File: config.mk
export PLATFORM = sky130hd
export DESIGN_NAME = cycle_sequencer
export DESIGN_NICKNAME = d
export VERILOG_FILES = /design/src/rtl/cycle_sequencer_pkg.sv /design/src/rtl/cycle_sequencer_onehot_decode.sv /design/src/rtl/cycle_sequencer.sv
export SDC_FILE = /design/constraint.sdc
export NUM_CORES = 1
export LEC_CHECK = 0
export BUFFER_PORTS_ARGS = -buffer_cell sky130_fd_sc_hd__buf_4
export CORE_UTILIZATION = 43
export DETAILED_ROUTE_END_ITERATION = 8
export PLACE_DENSITY = 0.77
export SLEW_MARGIN = 30
export SYNTH_ARGS = -nofsm -noshare
export SYNTH_HDL_FRONTEND = slang
export SYNTH_SLANG_ARGS = --single-unit
File: constraint.sdc
create_clock -name i_Clk -period 1.75 [get_ports i_Clk]
set_input_delay 0.35 -clock i_Clk [delete_from_list [all_inputs] [get_ports i_Clk]]
set_output_delay 0.35 -clock i_Clk [all_outputs]
set_load 0.01 [all_outputs]
File: src/rtl/cycle_sequencer_pkg.sv
// Shared control-unit definitions used by the cycle sequencer and the X0..X3
// decoders. These include the T-state and M-cycle one-hot codes, the special
// opcodes and the x/y/z field slice positions.
package cycle_sequencer_pkg;

  // One-hot T-state codes; T4 is the last step of every M-cycle.
  typedef enum logic [3:0] {
    T1 = 4'b0001,
    T2 = 4'b0010,
    T3 = 4'b0100,
    T4 = 4'b1000
  } step_e;

  // One-hot M-cycle codes for the default eight-cycle count.
  localparam logic [7:0] M1 = 8'b0000_0001;
  localparam logic [7:0] M2 = 8'b0000_0010;
  localparam logic [7:0] M3 = 8'b0000_0100;
  localparam logic [7:0] M4 = 8'b0000_1000;
  localparam logic [7:0] M5 = 8'b0001_0000;
  localparam logic [7:0] M6 = 8'b0010_0000;
  localparam logic [7:0] M7 = 8'b0100_0000;
  localparam logic [7:0] M8 = 8'b1000_0000;

  localparam logic [7:0] OPCODE_NOP       = 8'h00;
  localparam logic [7:0] OPCODE_CB_PREFIX = 8'hCB;

  // Opcode field positions: x = IR[7:6], y = IR[5:3], z = IR[2:0].
  localparam int X_MSB = 7;
  localparam int X_LSB = 6;
  localparam int Y_MSB = 5;
  localparam int Y_LSB = 3;
  localparam int Z_MSB = 2;
  localparam int Z_LSB = 0;

endpackage

File: src/rtl/cycle_sequencer_onehot_decode.sv
// Decodes an N-bit binary field to a 2^N-bit one-hot vector.
// Exactly one output bit is always set.
module onehot_decode #(
  parameter int N = 2
) (
  input  logic [N-1:0]      bin_i,
  output logic [2**N-1:0]   onehot_o
);

  // Set exactly the bit indexed by the binary input.
  always_comb begin
    onehot_o        = '0;
    onehot_o[bin_i] = 1'b1;
  end

endmodule

File: src/rtl/cycle_sequencer.sv
// T-state / M-cycle sequencer and opcode latch that feeds the X-group decoders.
// The step rotates through T1..T4 on every enabled, unstalled clock.
// At the end of T4 the M-cycle either fetches a new opcode or moves on to the
// next M-cycle. If it would move past the last M-cycle, it wraps instead and
// flags a sequencing fault.
module cycle_sequencer
  import cycle_sequencer_pkg::*;
#(
  parameter int         COUNT_WIDTH  = 8,
  parameter logic [7:0] RESET_OPCODE = OPCODE_NOP
) (
  input  logic                   i_Clk,
  input  logic                   i_Reset,
  input  logic                   i_Clk_Enable,
  input  logic                   i_Stall,
  input  logic                   i_IR_Fetch,
  input  logic [7:0]             i_Data_Bus,
  output logic [3:0]             o_Cycle_Step,
  output logic [COUNT_WIDTH-1:0] o_Cycle_Count,
  output logic [7:0]             o_IR,
  output logic [3:0]             o_X,
  output logic [7:0]             o_Y,
  output logic [7:0]             o_Z,
  output logic                   o_CB_Mode,
  output logic                   o_Seq_Fault
);

  localparam logic [COUNT_WIDTH-1:0] COUNT_FIRST = COUNT_WIDTH'(1);

  step_e                   step_q, step_d;
  logic [COUNT_WIDTH-1:0]  count_q, count_d;
  logic [7:0]              ir_q, ir_d;
  logic                    cb_q, cb_d;
  logic                    fault_q, fault_d;
  logic                    adv;

  assign adv = i_Clk_Enable & ~i_Stall;

  // Next-state logic. Nothing moves unless adv is high. When the step is T4,
  // this clock is the M-cycle boundary: a fetch takes priority over a wrap.
  always_comb begin
    step_d  = step_q;
    count_d = count_q;
    ir_d    = ir_q;
    cb_d    = cb_q;
    fault_d = 1'b0;
    if (adv) begin
      step_d = step_e'({step_q[2:0], step_q[3]});
      if (step_q == T4) begin
        if (i_IR_Fetch) begin
          ir_d    = i_Data_Bus;
          count_d = COUNT_FIRST;
          cb_d    = (ir_q == OPCODE_CB_PREFIX) & ~cb_q;
        end else if (count_q[COUNT_WIDTH-1]) begin
          count_d = COUNT_FIRST;
          fault_d = 1'b1;
        end else begin
          count_d = count_q << 1;
        end
      end
    end
  end

  // State registers. Reset wins over enable and stall and discards any
  // partially completed instruction.
  always_ff @(posedge i_Clk) begin
    if (i_Reset) begin
      step_q  <= T1;
      count_q <= COUNT_FIRST;
      ir_q    <= RESET_OPCODE;
      cb_q    <= 1'b0;
      fault_q <= 1'b0;
    end else begin
      step_q  <= step_d;
      count_q <= count_d;
      ir_q    <= ir_d;
      cb_q    <= cb_d;
      fault_q <= fault_d;
    end
  end

  assign o_Cycle_Step  = step_q;
  assign o_Cycle_Count = count_q;
  assign o_IR          = ir_q;
  assign o_CB_Mode     = cb_q;
  assign o_Seq_Fault   = fault_q;

  onehot_decode #(.N(2)) u_decode_x (
    .bin_i    (ir_q[X_MSB:X_LSB]),
    .onehot_o (o_X)
  );

  onehot_decode #(.N(3)) u_decode_y (
    .bin_i    (ir_q[Y_MSB:Y_LSB]),
    .onehot_o (o_Y)
  );

  onehot_decode #(.N(3)) u_decode_z (
    .bin_i    (ir_q[Z_MSB:Z_LSB]),
    .onehot_o (o_Z)
  );

endmodule

==> metrics, run 1 <==
status finished clean; Critical Path AT 1.84 ns; Worst-path clk slew 0.11 ns; DR WL/cell 12.5 µm; number of remaining DRC errors 0; xor/xnor share of the synthesized area 0%; Vias/cell 5.50; Crit Path Class reg2reg; Ys Warns 0; unrepaired setup endpoints after global routing false; largest family of logic cells by synthesized area simple AND/OR/NAND/NOR gates; Slew headroom 64.9%; post-synthesis simple-gate area fraction 35.5%; Req. time, crit path 1.94 ns; final period utilization 94.3%; sum of negative setup slack 0 ns; # Post-CTS Setup Buffers 0; Clock power frac 27.9%; Post-Synthesis Cells 126; top cells by area, synth dfxtp_1 43%, a21oi_1 8.7%, o21ai_1 5.3%; layout cells sized above 1 34.3%; CP max-delay cell or4b_1; switch share 23.0%; Area growth syn-to-layout 43.3%; final count of pins violating max slew 0; Core Box Area 2230 µm²; Reg power frac 63.9%; vias in the first global route 897; hold buffer count at cts 0; Seq/Total Area, Yosys 42.8%; Int Pwr 0.615 mW; # diodes 0; Resize count post-CTS 0; Worst Hold Class in2reg; final wirelength 2570 µm; number of I/O pins 55; CP Launch Type register; Gate power share 8.2%; GRT Residual Overflow 0; fin nets 193; initial antenna violation count 0; total number of vias 1,134; HPWL Detailed 1830 µm; post-synthesis mux area share 0%; Max FO, Critical Path 17; synth unique cells 23; leak pwr 0.631 nW; initial core utilization 46.1%; post-synthesis compound-gate area fraction 17.9%; worst-path cell chain or4b_1 > o21ai_0 > a21oi_1; die height 50.9 µm; die area 2590 µm²; first-pass GRT wire length 3880 µm; H-Tree Depth 1; mapped cell area 1030 µm²; Power per Cell Area 541 nW/µm²; Die W 50.9 µm; minimum clock period 1.65 ns; Synth Register Bits 22; fmax 606 MHz; critical path's largest stage delay 0.81 ns; CTS tree done; CP endpoint kind register; max cap viols 0; Hold Startpoint i_IR_Fetch; input/output buffers 54; start point of the critical path o_Cycle_Step[0]; # clock sinks 22; FP Rows 17; Starting DRT DRC Count 14; routability cong. 0.774; Buf/Inv on CP 0; final setup vio count 0; NetSw 0.183 mW; largest net degree at the start of global routing 24; Worst-Skew Late Latency 0.30 ns; CTS Root Cell clkbuf_4; Post-Syn Area per Cell 8.17 µm²; first drt pass iteration count 4; number of fillers in the final layout 187; Worst Max-Slew Pin Slew 0.527 ns; Critical R2R Launch o_Cycle_Step[0]; syn nets 139; most frequent cells in the layout 57 x buf_4, 22 x dfxtp_1, 18 x a21oi_1; final hold violation count 0; number of routed nets with antenna violations 0; GRT Util Overall 19.2%; Clock Skew 0.00374 ns; final core utilization 66.1%; worst-case clock buffer depth 2; cts bufs inserted 3; VDD IR max 516 µV; cell family with most CP delay simple AND/OR/NAND/NOR gates; top-area cell type share of the netlist area 42.8%; adder-cell share of the synthesized area 0%; Synth area leader dfxtp_1; most common cell after layout, fill and taps aside buf_4
[worst paths after layout]
path / endpoint / depth (start not counted) / slack (ns)
worst max-delay path: o_IR[3] / 3 / 0.10
worst min register to register: o_Cycle_Count[5] / 2 / 0.51
worst max register to register: o_IR[3] / 3 / 0.10
worst min-delay path: o_Seq_Fault / 2 / 0.23
[power by group through the flow]
stage          Clock [mW]  Combinational, mW  Sequential (mW)
2_1_floorplan           0             0.0261            0.523
3_3_place_gp            0             0.0645            0.521
3_5_place_dp            0             0.0648            0.522
4_1_cts             0.229             0.0652            0.511
5_1_grt             0.248             0.0704            0.511
6_report            0.223             0.0653            0.511
[layer usage]
metal | GRT usage (%) | up-vias | wire length, µm
li1 | - | 567 | -
met1 | 22.3 | 513 | 1140
met2 | 35.5 | 52 | 1230
met3 | 2.98 | 2 | 179
met4 | 5.56 | 0 | 20
met5 | 0 | - | 0
[sequential cells by signal, indices dropped and copies added (netlist names)]
name / flops
o_Cycle_Count: 8
o_IR: 8
o_Cycle_Step: 4
o_CB_Mode: 1
o_Seq_Fault: 1
[Yosys cell counts]
cell / instances
nor2b_1: 4
a211o_1: 1
nor4b_4: 1
nand4_1: 8
and2_1: 1
clkbuf_1: 5
buf_6: 1
nand3_1: 8
a21oi_1: 18
nor2_1: 5
nor3b_1: 6
nand3b_1: 2
or4b_1: 1
o21ai_0: 6
o21ai_1: 11
buf_2: 2
nand2_1: 12
nor3_1: 3
and3b_1: 5
nor4b_1: 1
nand2b_1: 1
dfxtp_1: 22
and3_1: 2
[logic make-up (layout without fill, tap and decap cells)]
kind of cell | count (synthesis) | count (layout)
compound gates | 36 | 36
buf+inv | 8 | 60
flops | 22 | 22
simple gates | 60 | 60
[stage by stage]
step                      worst slack [ns]  area (µm²)  instances  power [mW]  hold WS, ns
after floorplan                      0.271        1030        126       0.549        0.427
after global placement               0.178        1450        203       0.586        0.476
after detailed placement             0.121        1450        203       0.587        0.485
after CTS                            0.101        1480        206       0.805        0.220
after global routing                0.0309        1480        206       0.830        0.218
final                                0.100        1480        206       0.798        0.226
[cell type report]
type | instances | area (µm²) | share of cell area, %
Multi-Input combinational cell | 96 | 549 | 37.2
Sequential cell | 22 | 440 | 29.9
Timing Repair Buffer | 57 | 428 | 29.0
Tap cell | 28 | 35.0 | 2.37
Clock buffer | 3 | 22.5 | 1.53
Power figures use the tool's default switching activity.
==> inputs of run 2 (changes only) <==
==> constraint.sdc (replaced) <==
create_clock -name i_Clk -period 1.6 [get_ports i_Clk]
set_input_delay 0.32 -clock i_Clk [delete_from_list [all_inputs] [get_ports i_Clk]]
set_output_delay 0.32 -clock i_Clk [all_outputs]
set_load 0.01 [all_outputs]
==> metrics, run 2 (synthesized netlist as in run 1, its figures left out) <==
input/output buffers 54 (unchanged); final setup vio count 0 (unchanged); final count of pins violating max slew 0 (unchanged); final core utilization 67.2% (+1.2 points); worst-path cell chain or4b_1 > buf_4 > o21ai_0 > a21oi_1; final wirelength 2610 µm (+1.3%); placed cells 206 (+1.5%); Vias/cell 5.40 (-1.9%); first-pass GRT wire length 4220 µm (+8.9%); minimum clock period 1.51 ns (-0.143 ns); number of remaining DRC errors 0 (unchanged); cts bufs inserted 3 (unchanged); CP Launch Type register; DR WL/cell 12.5 µm (-0.13%); final period utilization 94.2% (-0.11 points); Clock Skew 0.00133 ns (-0.00241 ns); Non-Filler Instances 209 (+1.5%); Starting DRT DRC Count 11 (-3); Worst-Skew Late Latency 0.30 ns (about the same); # clock sinks 22 (unchanged); total number of vias 1,129 (-0.44%); FP Rows 17 (unchanged); critical path's largest stage delay 0.55 ns (-0.26 ns); Worst Max-Slew Pin Slew 0.437 ns (-0.0898 ns); number of routed nets with antenna violations 0 (unchanged); initial core utilization 46.1% (unchanged); initial antenna violation count 0 (unchanged); vias in the first global route 976 (+8.8%); CTS Root Cell clkbuf_4; Worst Hold Class in2reg; GRT Util Overall 21.1% (+1.9 points); Final Power 0.870 mW (+9.0%); H-Tree Depth 1 (unchanged); leak pwr 0.646 nW (+2.4%); fin nets 196 (+1.6%); hold buffer count at cts 0 (unchanged); Req. time, crit path 1.79 ns (-0.15 ns); final hold violation count 0 (unchanged); die area 2590 µm² (unchanged); CP endpoint kind register; Die W 50.9 µm (unchanged); GRT Residual Overflow 0 (unchanged); # diodes 0 (unchanged); die height 50.9 µm (unchanged); Area growth syn-to-layout 45.8%; CTS tree done; Core Box Area 2230 µm² (unchanged); VDD IR max 505 µV (-2.1%); Power per Cell Area 579 nW/µm² (+7.1%); status finished clean; routability cong. 0.774 (about the same); layout cells sized above 1 37.0% (+2.7 points); Min Hold Slack 0.195 ns (-0.0307 ns); sum of negative setup slack 0 ns (unchanged); number of I/O pins 55 (unchanged); Worst-path clk slew 0.11 ns (about the same); Critical Path AT 1.70 ns (-0.14 ns); Slew headroom 70.8% (+6.0 points); most common cell after layout, fill and taps aside buf_4; fmax 664 MHz (+9.5%); max cap viols 0 (unchanged); hold depth 2 (unchanged); largest net degree at the start of global routing 24 (unchanged); Worst Reg-to-Reg Cells 4 (+1); HPWL Detailed 1910 µm (+4.2%); worst-case clock buffer depth 2 (unchanged); unrepaired setup endpoints after global routing false; Max FO, Critical Path 9 (-8); most frequent cells in the layout 60 x buf_4, 19 x dfxtp_1, 18 x a21oi_1; CP max-delay cell or4b_1; first drt pass iteration count 4 (unchanged); Crit Path Class reg2reg
## run 2: layout make-up
type                       count  area, µm²
sequential                    22        444
clock buffer                   3       22.5
fill                         203        732
multi-input combinational     96        549
tap                           28       35.0
timing repair buffer          60        450
## run 2: per-stage QoR
step / worst slack [ns] / instance area, µm²
after floorplan: 0.121 / 1030
after global placement: 0.181 / 1480
after detailed placement: 0.105 / 1480
after CTS: 0.0168 / 1500
after global routing: 0.0236 / 1500
final: 0.0933 / 1500
## run 2: repair_timing
| item | 4_1_cts | 5_1_grt |
|---|---|---|
| setup buffers | 0 | 0 |
| setup endpoints to repair | 0 | 3 |
| resized for setup | 0 | 3 |
## run 2: critical path: cells and delay by family (launching register included)
| family | cells | cell delay [ns] |
|---|---|---|
| AOI/OAI and AO/OA | 2 | 0.28 |
| DFF | 1 | 0.38 |
| and+or+nand+nor | 1 | 0.55 |
| buffers and inverters | 1 | 0.18 |
## run 2: power breakdown
group	total, mW	internal (mW)	switching, mW	leakage [nW]
clock network	0.240	0.0878	0.152	0.0138
registers	0.558	0.551	0.00646	0.179
logic	0.0725	0.0342	0.0383	0.453
total	0.870	0.673	0.197	0.646
## run 2: final timing paths
check                           slack (ns)                to             start
worst max register to register        0.09           o_IR[0]   o_Cycle_Step[0]
worst max-delay path                  0.09           o_IR[0]   o_Cycle_Step[0]
worst min-delay path                  0.19       o_Seq_Fault        i_IR_Fetch
worst min register to register        0.50  o_Cycle_Count[1]  o_Cycle_Count[0]
## run 2: per-layer routing
layer	GRT usage, %	part of all wire, %	up-vias
li1	-	-	569
met2	38.2	51	46
met5	0	0	-
met3	3.87	6.9	0
met1	24.5	42	514
met4	6.94	0	0
